### config.mk
export PLATFORM = sky130hd
export DESIGN_NAME = elastic_pipe
export DESIGN_NICKNAME = d
export VERILOG_FILES = /design/src/rtl/elastic_pipe.sv
export SDC_FILE = /design/constraint.sdc
export NUM_CORES = 1
export LEC_CHECK = 0
export ABC_AREA = 1
export CAP_MARGIN = 20
export CORE_MARGIN = 8
export CORE_UTILIZATION = 46
export DETAILED_ROUTE_END_ITERATION = 6
export PLACE_DENSITY = 0.87
export SLEW_MARGIN = 15
export SYNTH_ARGS = -nofsm -noshare
export SYNTH_HDL_FRONTEND = slang
export SYNTH_SLANG_ARGS = --single-unit
### constraint.sdc
create_clock -name clk -period 2 [get_ports clk]
set_input_delay 0.6 -clock clk [delete_from_list [all_inputs] [get_ports clk]]
set_output_delay 0.6 -clock clk [all_outputs]
set_load 0.01 [all_outputs]
### src/rtl/elastic_pipe.sv
// DEPTH-stage valid/ready register pipeline with bubble collapse, flush and an optional skid entry (ELASTIC_PIPE_SKID_EN).
// Latency DEPTH cycles unstalled; stalled stages hold, empty stages keep filling, in_ready drops only when no slot can open.
module elastic_pipe #(
    parameter int              WIDTH = 8,
    parameter int              DEPTH = 2,
    parameter logic [WIDTH-1:0] INIT = '0
) (
    input  logic                          clk,
    input  logic                          rst,
    input  logic                          flush,
    input  logic                          in_valid,
    output logic                          in_ready,
    input  logic [WIDTH-1:0]              in_data,
    output logic                          out_valid,
    input  logic                          out_ready,
    output logic [WIDTH-1:0]              out_data,
    output logic [$clog2(DEPTH+2)-1:0]    occupancy
);
    localparam int OW = $clog2(DEPTH+2);

    logic [DEPTH-1:0] v_q, v_d;
    logic [WIDTH-1:0] d_q [DEPTH];
    logic [DEPTH-1:0] rdy;
    logic [DEPTH-1:0] v_in;
    logic [WIDTH-1:0] d_in [DEPTH];
    logic             src_vld;
    logic [WIDTH-1:0] src_dat;
    logic [OW-1:0]    occ_q, occ_d;

    // A stage can load when it, or any stage downstream of it, is empty, or the sink takes a beat.
    for (genvar g = 0; g < DEPTH; g++) begin : g_rdy
        assign rdy[g] = out_ready | ~(&v_q[DEPTH-1:g]);
    end

    assign v_in[0] = src_vld;
    assign d_in[0] = src_dat;
    for (genvar g = 1; g < DEPTH; g++) begin : g_chain
        assign v_in[g] = v_q[g-1];
        assign d_in[g] = d_q[g-1];
    end

`ifdef ELASTIC_PIPE_SKID_EN
    logic             sv_q, sv_d;
    logic [WIDTH-1:0] sd_q;

    assign in_ready = !sv_q & !flush;
    assign src_vld  = sv_q | (in_valid & in_ready);
    assign src_dat  = sv_q ? sd_q : in_data;

    always_comb begin
        sv_d = sv_q;
        if (flush)
            sv_d = 1'b0;
        else if (sv_q && rdy[0])
            sv_d = 1'b0;
        else if (in_valid && in_ready && !rdy[0])
            sv_d = 1'b1;
    end

    always_ff @(posedge clk) begin
        if (rst) begin
            sv_q <= 1'b0;
            sd_q <= INIT;
        end else begin
            sv_q <= sv_d;
            if (!sv_q && sv_d)
                sd_q <= in_data;
        end
    end
`else
    assign in_ready = rdy[0] & !flush;
    assign src_vld  = in_valid & in_ready;
    assign src_dat  = in_data;
`endif

    always_comb begin
        v_d = v_q;
        for (int i = 0; i < DEPTH; i++) begin
            if (rdy[i])
                v_d[i] = v_in[i];
        end
        if (flush)
            v_d = '0;
    end

    always_comb begin
        occ_d = '0;
        for (int i = 0; i < DEPTH; i++)
            occ_d = occ_d + OW'(v_d[i]);
`ifdef ELASTIC_PIPE_SKID_EN
        occ_d = occ_d + OW'(sv_d);
`endif
    end

    // Data moves only with a valid beat, so an emptied output keeps showing the last beat.
    always_ff @(posedge clk) begin
        if (rst) begin
            v_q   <= '0;
            occ_q <= '0;
            for (int i = 0; i < DEPTH; i++)
                d_q[i] <= INIT;
        end else begin
            v_q   <= v_d;
            occ_q <= occ_d;
            for (int i = 0; i < DEPTH; i++) begin
                if (rdy[i] && v_in[i] && !flush)
                    d_q[i] <= d_in[i];
            end
        end
    end

    assign out_valid = v_q[DEPTH-1];
    assign out_data  = d_q[DEPTH-1];
    assign occupancy = occ_q;
endmodule

* After elaboration in Yosys (flattened, before gate mapping)
Memory sizes are Yosys's and may differ from the RTL's.
Index checks and enable logic that the tools add are counted.
** Word-level totals
- Register bits after elaboration :: 4
- Bits in writable memories :: 16
- Input bits :: 13
- Output and inout bits :: 12
- Logic and storage cells :: 31
- Memories kept :: 1
** Cells by class
- Add/subtract/negate cells :: 1
- Muxes and demuxes :: 13
- Bitwise gates (word level) :: 8
- Reduce and logical (&&, ||, !) cells :: 6
** Memory list
- d_q :: words 2, bits a word 8, rd ports 2, clocked after Yosys merged registers in 0, wr ports 2, RTL line 22 : logic [WIDTH-1:0] d_q [DEPTH];
** Operators by type and width (number)
- 2-to-1 mux 8 bit :: 2
- 2-to-1 mux 1 bit :: 10
- logical AND 1 bit :: 4
- OR 1 bit :: 4
- adder 1 x 1 -> 2 bit :: 1
- AND 1 bit :: 2
- 2-to-1 mux 2 bit :: 1
- inverter 1 bit :: 2
- AND reduction 2 bit :: 1
- zero test 1 bit :: 1

* Longest topological paths before layout
- Word-level depth :: 11
- Mapped depth :: 6
- Mapped depth without buffers :: 6

* Worst setup path after synthesis
Ideal clock, no wire load.
- Path kind :: input to register
- Start :: in out_ready
- End :: mem d_q[1][2] (netlist: d_q[0][10]), enable pin
- Library setup time :: 329 ps
- Arrival :: 1256 ps
- Data required time :: 1671 ps
- Path slack :: 415 ps
- Cell stages on the path :: 5
- Buffers on the path :: 1
- Path through :: inv_1 -> nand2_1 -> nand4_4 -> buf_6 -> nand2_1
** RTL lines
- start: declaration :: RTL line 15 : input logic out_ready,
- end: declaration :: RTL line 22

* Worst setup path after layout
- Start :: in flush
- End :: out in_ready
** Between the ends
- Cells in the longest elaborated chain, start to end :: 2
** RTL lines
- start: declaration :: RTL line 10 : input logic flush,
- zero test 1 bit :: RTL line 71 : assign in_ready = rdy[0] & !flush;
- AND 1 bit :: RTL line 71
- end: declaration :: RTL line 12 : output logic in_ready,
No other way between the ends.

==> key figures <==
Outcome
  – Result of the run: finished, final reports clean

Finish
  – Fill cell total of the finished layout: 137
  – Antenna diode instance count: 0
  – Layout cell share with drive strength beyond 1: 0.229
  – P&R area growth vs syn: 34.3%
  – # nets final: 120

CTS
  – Count of hold buffers inserted by post-cts repair: 0
  – TritonCTS clock tree: yes
  – Total CTS buffers: 3
  – Number of H-tree levels: 1
  – Worst-Skew Late Latency: 0.30 ns
  – Clock Root Buffer: clkbuf_4
  – Clock sink count: 20
  – Maximum buffer depth of the clock tree: 2
  – Clock-pin transition on the worst setup and hold timing paths: 0.10 ns

Critical path
  – Worst Path Max Fanout: 2
  – Kind of critical path: primary input to output port
  – Source of the worst register-to-register timing path: v_q[1]
  – CP Data Required Time: 1.40 ns
  – Kind of end point of the critical path: output port
  – Startpoint Class: primary input
  – Crit-path leading delay family: buffers and inverters
  – Data arrival time of the worst path: 1.37 ns
  – Crit path buf inv count: 2
  – Worst-case register-to-register setup slack: 0.67 ns
  – Cells traversed along the worst timing path: clkdlybuf4s50_1 > a31oi_4 > buf_6
  – CP max stage cell: clkdlybuf4s50_1
  – Delay of the slowest cell on the worst path: 0.45 ns
  – Worst reg-to-reg path cell count: 5
  – Endpoint of the most critical register-to-register path: occupancy[0]

Floorplan
  – Die outline width: 60.4 µm
  – Boundary pin count: 25
  – Floorplan die height: 60.4 µm
  – Number of standard-cell rows in the floorplan: 16
  – Initial Util: 0.477
  – Placeable Area: 1900 µm²
  – Die area: 3650 µm²

Hold path
  – Beginning of the worst hold path: d_q[0][2]
  – Worst hold path depth: 2
  – Destination of the worst hold path: d_q[0][10]
  – Worst min-delay path class: flip-flop to flip-flop

Drt
  – Number of remaining DRC errors: 0
  – WL per Instance: 11.4 µm
  – Total number of vias: 601
  – Initial detailed-routing violation count: 1
  – Vias per std cell: 4.55
  – Post-detailed-route count of antenna-violating nets: 0
  – Number of optimization iterations in the first detailed-route pass: 2
  – Final wirelength: 1510 µm

GRT
  – Pin count of the biggest net entering global routing: 17
  – Number of antenna violations at the first check in global routing: 0
  – Global-route wire length before repair: 2720 µm
  – Global Route Usage Sum: 0.101
  – Vias in the first global route: 625
  – Total overflow reported by the global router: 0

Placed design
  – Global placer's final weighted congestion: 0.862
  – Worst setup slack before clock tree synthesis: -0.512 ns
  – Number of buffers inserted by port buffering: 24
  – Final HPWL from detailed placement: 1150 µm

Power
  – Switching power: 0.000174 W
  – PwrDens: 638 nW/µm²
  – Overall power after layout: 0.000778 W
  – Sequential cell fraction of total power: 0.615
  – Clock network power share: 0.249
  – Switching share of power: 0.223
  – Design internal power: 0.000604 W
  – Worst ir drop on vdd: 0.290 mV
  – P_leak: 0.473 nW
  – Share of total power in combinational logic: 0.135

STA
  – Number of hold violations in the final report: 0
  – Setup TNS Final: 0 ns
  – Slew Viols, Final: 0
  – # setup viols final: 0
  – Final WS setup: 0.0257 ns
  – Unrepaired setup endpoints after global routing: false
  – Final period util: 0.987
  – Normalized max-slew margin: 0.779
  – Maximum clock frequency: 0.507 GHz
  – Period minus WS final: 1.97 ns
  – Worst slack on hold paths: 0.570 ns
  – Transition time at the pin with the least slew margin: 0.330 ns
  – Clock skew: 0.00656 ns

Job
  – Maxcap violations: 0

Synth
  – FFs w/ async S/R, synth: 0
  – YS warnings: 0
  – Top cells by area in the synthesized netlist: edfxtp_1 53%, a21oi_2 9.7%, dfxtp_1 8.8%, inv_1 8.3%, nand4_4 4.7%
  – Area of the mapped netlist: 907 µm²
  – Post-synthesis cell type count: 16
  – Flip-flop and latch count after synthesis: 20
  – Seq/Total Area, Yosys: 0.618
  – Most used standard cell by instance count after synthesis: inv_1
  – Number of instances in the synthesized netlist: 76
  – Post-Syn Nets: 90
  – Synth top area share: 0.530
  – Top cell type by total area after synthesis: edfxtp_1
  – Post-synth EDFFs: 16
  – Leading cell types by count after synthesis: 20 x inv_1, 16 x edfxtp_1, 10 x a21oi_2, 7 x a21oi_1, 5 x nand2_1
  – Dominant synthesized flop cell: edfxtp_1
  – Mean post-synth cell area: 11.9 µm²
==> through the flow <==
step,util,instance area (µm²),cells
3_3_place_gp,0.619,1180,128
4_1_cts,0.641,1220,132
5_1_grt,0.641,1220,132
3_5_place_dp,0.619,1180,128
2_1_floorplan,-,907,76
6_report,0.641,1220,132
==> worst reg2reg max path, stage by stage, from the launching register on <==
cell and delay [ns]:
dfxtp_1 0.44, nand2_1 0.15, o21ai_0 0.27, ha_1 0.29, inv_1 0.05, nor2_1 0.03
==> what timing repair did <==
item / CTS / global route
buffers inserted: 0 / 0
resized for setup: 10 / 0
endpoints found under the setup margin: 1 / 0
==> state kept, by name (all words and copies together), names as in the netlist <==
register	flops
v_q	2
d_q	16
occupancy	2
==> metal layers <==
metal  vias to the layer above  part of all wire  track usage
met4                         0             0.049       0.0918
met5                         -                 0            0
met1                       270              0.43        0.110
li1                        307                 -            -
met2                        18              0.46        0.165
met3                         6             0.052       0.0148
==> cells by family (layout without fill, tap and decap cells) <==
group,Yosys count,after routing,synth area share
DFF,20,20,0.618
adders and majority gates,1,1,0.0138
and+or+nand+nor,12,12,0.101
buffers and inverters,24,53,0.120
AOI/OAI and AO/OA,19,19,0.148
==> worst max path at each step <==
stage / from / endpoint / slack [ns] / cells after the start
2_1_floorplan: out_ready / d_q[0][10] / 0.42 / 5
3_3_place_gp: out_ready / in_ready / -0.42 / 4
3_5_place_dp: out_ready / in_ready / -0.51 / 4
4_1_cts: flush / in_ready / 0.03 / 3
5_1_grt: flush / in_ready / 0.007 / 3
6_report: flush / in_ready / 0.03 / 3
==> final cells by class <==
cell class	instances	area, µm²	share of cell area
flip-flops and latches	20	561	0.460
repair buffers	27	263	0.216
multi-input cells	32	253	0.207
inverters	22	82.6	0.0678
well taps	27	33.8	0.0277
clock buffers	4	26.3	0.0216
==> power by group through the flow <==
stage / combinational (W) / clock (W) / sequential [W]
6_report: 0.000105 / 0.000194 / 0.000479
5_1_grt: 0.000115 / 0.000211 / 0.000482
4_1_cts: 0.000107 / 0.000199 / 0.000479
3_5_place_dp: 0.000104 / 0 / 0.000488
3_3_place_gp: 0.000101 / 0 / 0.000487
2_1_floorplan: 0.0000412 / 0 / 0.000493
==> cell usage in the layout (no fill, tap or decap), drive strengths merged, types with 4 or more instances in the layout <==
| cell | instances |
|---|---|
| dfxtp | 4 |
| nand2 | 5 |
| clkbuf | 4 |
| a21oi | 17 |
| clkdlybuf4s50 | 22 |
| edfxtp | 16 |
| inv | 22 |
| buf | 4 |
Note: power is estimated with default switching activity, not from simulation.
==> variant 1: new RTL, same settings <==
Set the parameter `DEPTH` to 8 (it was 2).
--- a/src/rtl/elastic_pipe.sv
+++ b/src/rtl/elastic_pipe.sv
@@ -2,7 +2,7 @@
 // Latency DEPTH cycles unstalled; stalled stages hold, empty stages keep filling, in_ready drops only when no slot can open.
 module elastic_pipe #(
     parameter int              WIDTH = 8,
-    parameter int              DEPTH = 2,
+    parameter int              DEPTH = 8,
     parameter logic [WIDTH-1:0] INIT = '0
 ) (
     input  logic                          clk,
Ports: changed (resized occupancy); port bits go from 25 to 27. The function was not compared with the original's and may differ.
==> variant 1 against the unedited design <==
Routed wire length grew to 4.0 times the old value. Final area grew to 3.3 times the old value. Synthesized cell count grew to 4.0 times the old value. Critical path type is now register to register. The flow now finishes with violations (setup timing). Sequential cell count increased by 56. Via count grew to 3.6 times the old value. Largest power group unchanged. Worst setup slack lost 1300 ps. Area after synthesis increased to 3.5 times the old value. Final cell count rose to 3.4 times the old value. Highest routed layer unchanged. Total power rose to 3.8 times the old value.
==> variant 1: results (changes against the unedited design) <==
layout:
  clkbuf_count: 9  # was 4
  drive_above_1_share: 0.219  # was 0.229
  clk_share: 0.0414  # was 0.0216
  n_all_inverters: 84  # was 22
  final_nets: 389  # was 120
logic_synthesis:
  netlist_top_cells_area: "edfxtp_1, nor2_1, inv_1"  # was edfxtp_1, a21oi_2, dfxtp_1
  synth_fa_ha_area_frac: 0.0368  # was 0.0138
  ys_seq_area_frac: 0.677  # was 0.618
  synth_xor_xnor_area_share: 0.00274  # was 0
  synth_compound_area_frac: 0.0176  # was 0.148
clocking:
  cts_inserted_buffers: 9  # was 3
  clkLatencyLatePin_ps: 350  # was 300 ps
  h-tree-depth: 3  # was 1
  clk_pin_slew_worst_paths_ps: 80  # was 100 ps
  post-cts-setup-buffers: 5  # was 0
  cts_root_buffer: "clkbuf_8"  # was clkbuf_4
power:
  sequentialPowerShare: 0.603  # was 0.615
  power_density_nw_per_um2: 740  # was 638 nW/um2
  power.leakage_nw: 1.73  # was 0.473 nW
routing:
  wl_um: 5980  # was 1510 um
  wl_met1_um: 2260  # was 653 um
  routed-wl-met3_um: 235  # was 78 um
  vias_per_cell: 4.74  # was 4.55
  wl_per_cell_um: 13.2  # was 11.4 um
grt:
  track_usage: 0.127  # was 0.101
  grt_pass1_vias: 2203  # was 625
  grtUsageMet2: 0.227  # was 0.165
sta:
  tns_ps: -4360  # was 0 ps
  setup_slack_ps: -1270  # was 25.7 ps
  setup_viol: 5  # was 0
  fin_skew_ps: 10.5  # was 6.56 ps
status:
  outcome: "complete, but fails checks"  # was complete, no violations
  failed_checks: "setup timing"
critical_path:
  crit_family: "adder cells"  # was buffers and inverters
  arrival_ps: 3500  # was 1370 ps
  cp_max_fo: 3  # was 2
placed_design:
  io_buffers: 26  # was 24
  dp.cells: 433  # was 128
-- variant 1: changes by cell type in the layout (fill, tap and decap cells not counted), moves of 6 or more --
cell      delta
inv_2        +6
edfxtp_1    +48
nand2_1     +15
nor2_1      +75
nand2_2      +6
inv_1       +56
dfxtp_1      +6
a21oi_2      -9
clkbuf_8     +9
buf_4       +29
-- variant 1: path summary, 6_finish.rpt --
kind	start	to	slack [ps]	cells after the start
max	v_q[6]	occupancy[1]	-1270	14
min	d_q[1][17]	d_q[1][25]	540	2
max reg2reg	v_q[6]	occupancy[1]	-1270	14
min reg2reg	d_q[1][17]	d_q[1][25]	540	2
-- variant 1: per-stage QoR --
stage / hold WS (ps) / power [mW] / worst slack (ps)
final: 543 / 2.97 / -1270
after global routing: 567 / 3.10 / -1360
after CTS: 537 / 2.99 / -1220
after detailed placement: 526 / 2.00 / -1940
after global placement: 507 / 1.98 / -1840
after floorplan: 485 / 1.91 / -1300
==> variant 2: new RTL, config.mk and constraints unchanged <==
Made on the original files. Add a define of `ELASTIC_PIPE_SKID_EN`.
--- a/src/rtl/elastic_pipe.sv
+++ b/src/rtl/elastic_pipe.sv
@@ -1,5 +1,7 @@
 // DEPTH-stage valid/ready register pipeline with bubble collapse, flush and an optional skid entry (ELASTIC_PIPE_SKID_EN).
 // Latency DEPTH cycles unstalled; stalled stages hold, empty stages keep filling, in_ready drops only when no slot can open.
+`define ELASTIC_PIPE_SKID_EN
+
 module elastic_pipe #(
     parameter int              WIDTH = 8,
     parameter int              DEPTH = 2,
Behaviour: not the same (a bounded check fails within 4 cycles, from zero or initial values and one cycle with rst high).
==> variant 2 against the unedited design <==
Total power up 45%. Via count up 76%. Clock skew grew 3.7 ps. Worst setup slack better by 82 ps. Final area increased by 47%. Area after synthesis increased by 52%. Sequential cell count increased by 9. Routed wire length grew 77%. Largest cell class unchanged.
==> variant 2: results (changes against the unedited design) <==
sta:
  fin_skew_ps: 10.3  # was 6.56 ps
  period_needed_ps: 1890  # was 1970 ps
  worst_slew_margin_rel: 0.755  # was 0.779
power:
  total_power_mw: 1.13  # was 0.778 mW
  power_switching_mw: 0.278  # was 0.174 mW
  power.leakage_nw: 0.744  # was 0.473 nW
  sequentialPowerShare: 0.581  # was 0.615
  power_density_nw_per_um2: 630  # was 638 nW/um2
  comb_power_share: 0.128  # was 0.135
  peakVddDrop_mv: 0.429  # was 0.290 mV
layout:
  multi_input_area_um2: 527  # was 253 um2
  final_nets: 199  # was 120
  nMultiInputCombCells: 89  # was 32
  buffer_area_frac: 0.203  # was 0.216
  clk_share: 0.0279  # was 0.0216
  clkbuf_count: 5  # was 4
  n_all_inverters: 19  # was 22
  seq_area_frac: 0.413  # was 0.460
placed_design:
  place_area_um2: 1750  # was 1180 um2
  hpwlAfterDp_um: 2060  # was 1150 um
  pre_cts_ws_ps: -376  # was -512 ps
  gp_congestion: 0.870  # was 0.862
logic_synthesis:
  synthesis.nets: 156  # was 90
  ys_types: 24  # was 16
  syn-mean-instance-area_um2: 9.71  # was 11.9 um2
clocking:
  ctsResizeCount: 2  # was 10
  clkLatencyLatePin_ps: 320  # was 300 ps
critical_path:
  r2r_cells: 8  # was 5
  arrival_ps: 1290  # was 1370 ps
  crit_slowest_cell: "dlygate4sd2_1"  # was clkdlybuf4s50_1
grt:
  grt_pass1_vias: 1077  # was 625
  grt_first_pass_wirelength_um: 4620  # was 2720 um
  grt_max_degree: 18  # was 17
routing:
  drt-initial-drc-count: 59  # was 1
  wl_um: 2670  # was 1510 um
status:
  outcome: "complete, no violations"  # unchanged
floorplan:
  die_w_um: 70.8  # was 60.4 um
min_path:
  hold_end: "sd_q[1]"  # was d_q[0][10]
[variant 2: changes by cell type after synthesis, moves of 3 or more]
cell / before / now
nor2_1: 2 / 28
inv_2: 2 / 5
a21boi_0: 0 / 6
dfxtp_1: 4 / 13
nand2_1: 5 / 14
nand3_1: 0 / 9
inv_1: 20 / 14
[variant 2: logic make-up (layout without fill, tap and decap cells)]
| group | count (synthesis) | after routing | synth area share |
|---|---|---|---|
| simple gates | 61 | 61 | 0.228 |
| flops | 29 | 29 | 0.537 |
| compound gates | 27 | 27 | 0.140 |
| buf+inv | 24 | 68 | 0.0808 |
| fa+ha+maj | 1 | 1 | 0.0145 |
[variant 2: per-layer routing]
metal	vias to the layer above	GRT usage	routed length, um
met1	470	0.120	1180
met2	32	0.200	1270
li1	552	-	-
met4	0	0.0416	30
met5	-	0	0
met3	3	0.0508	189
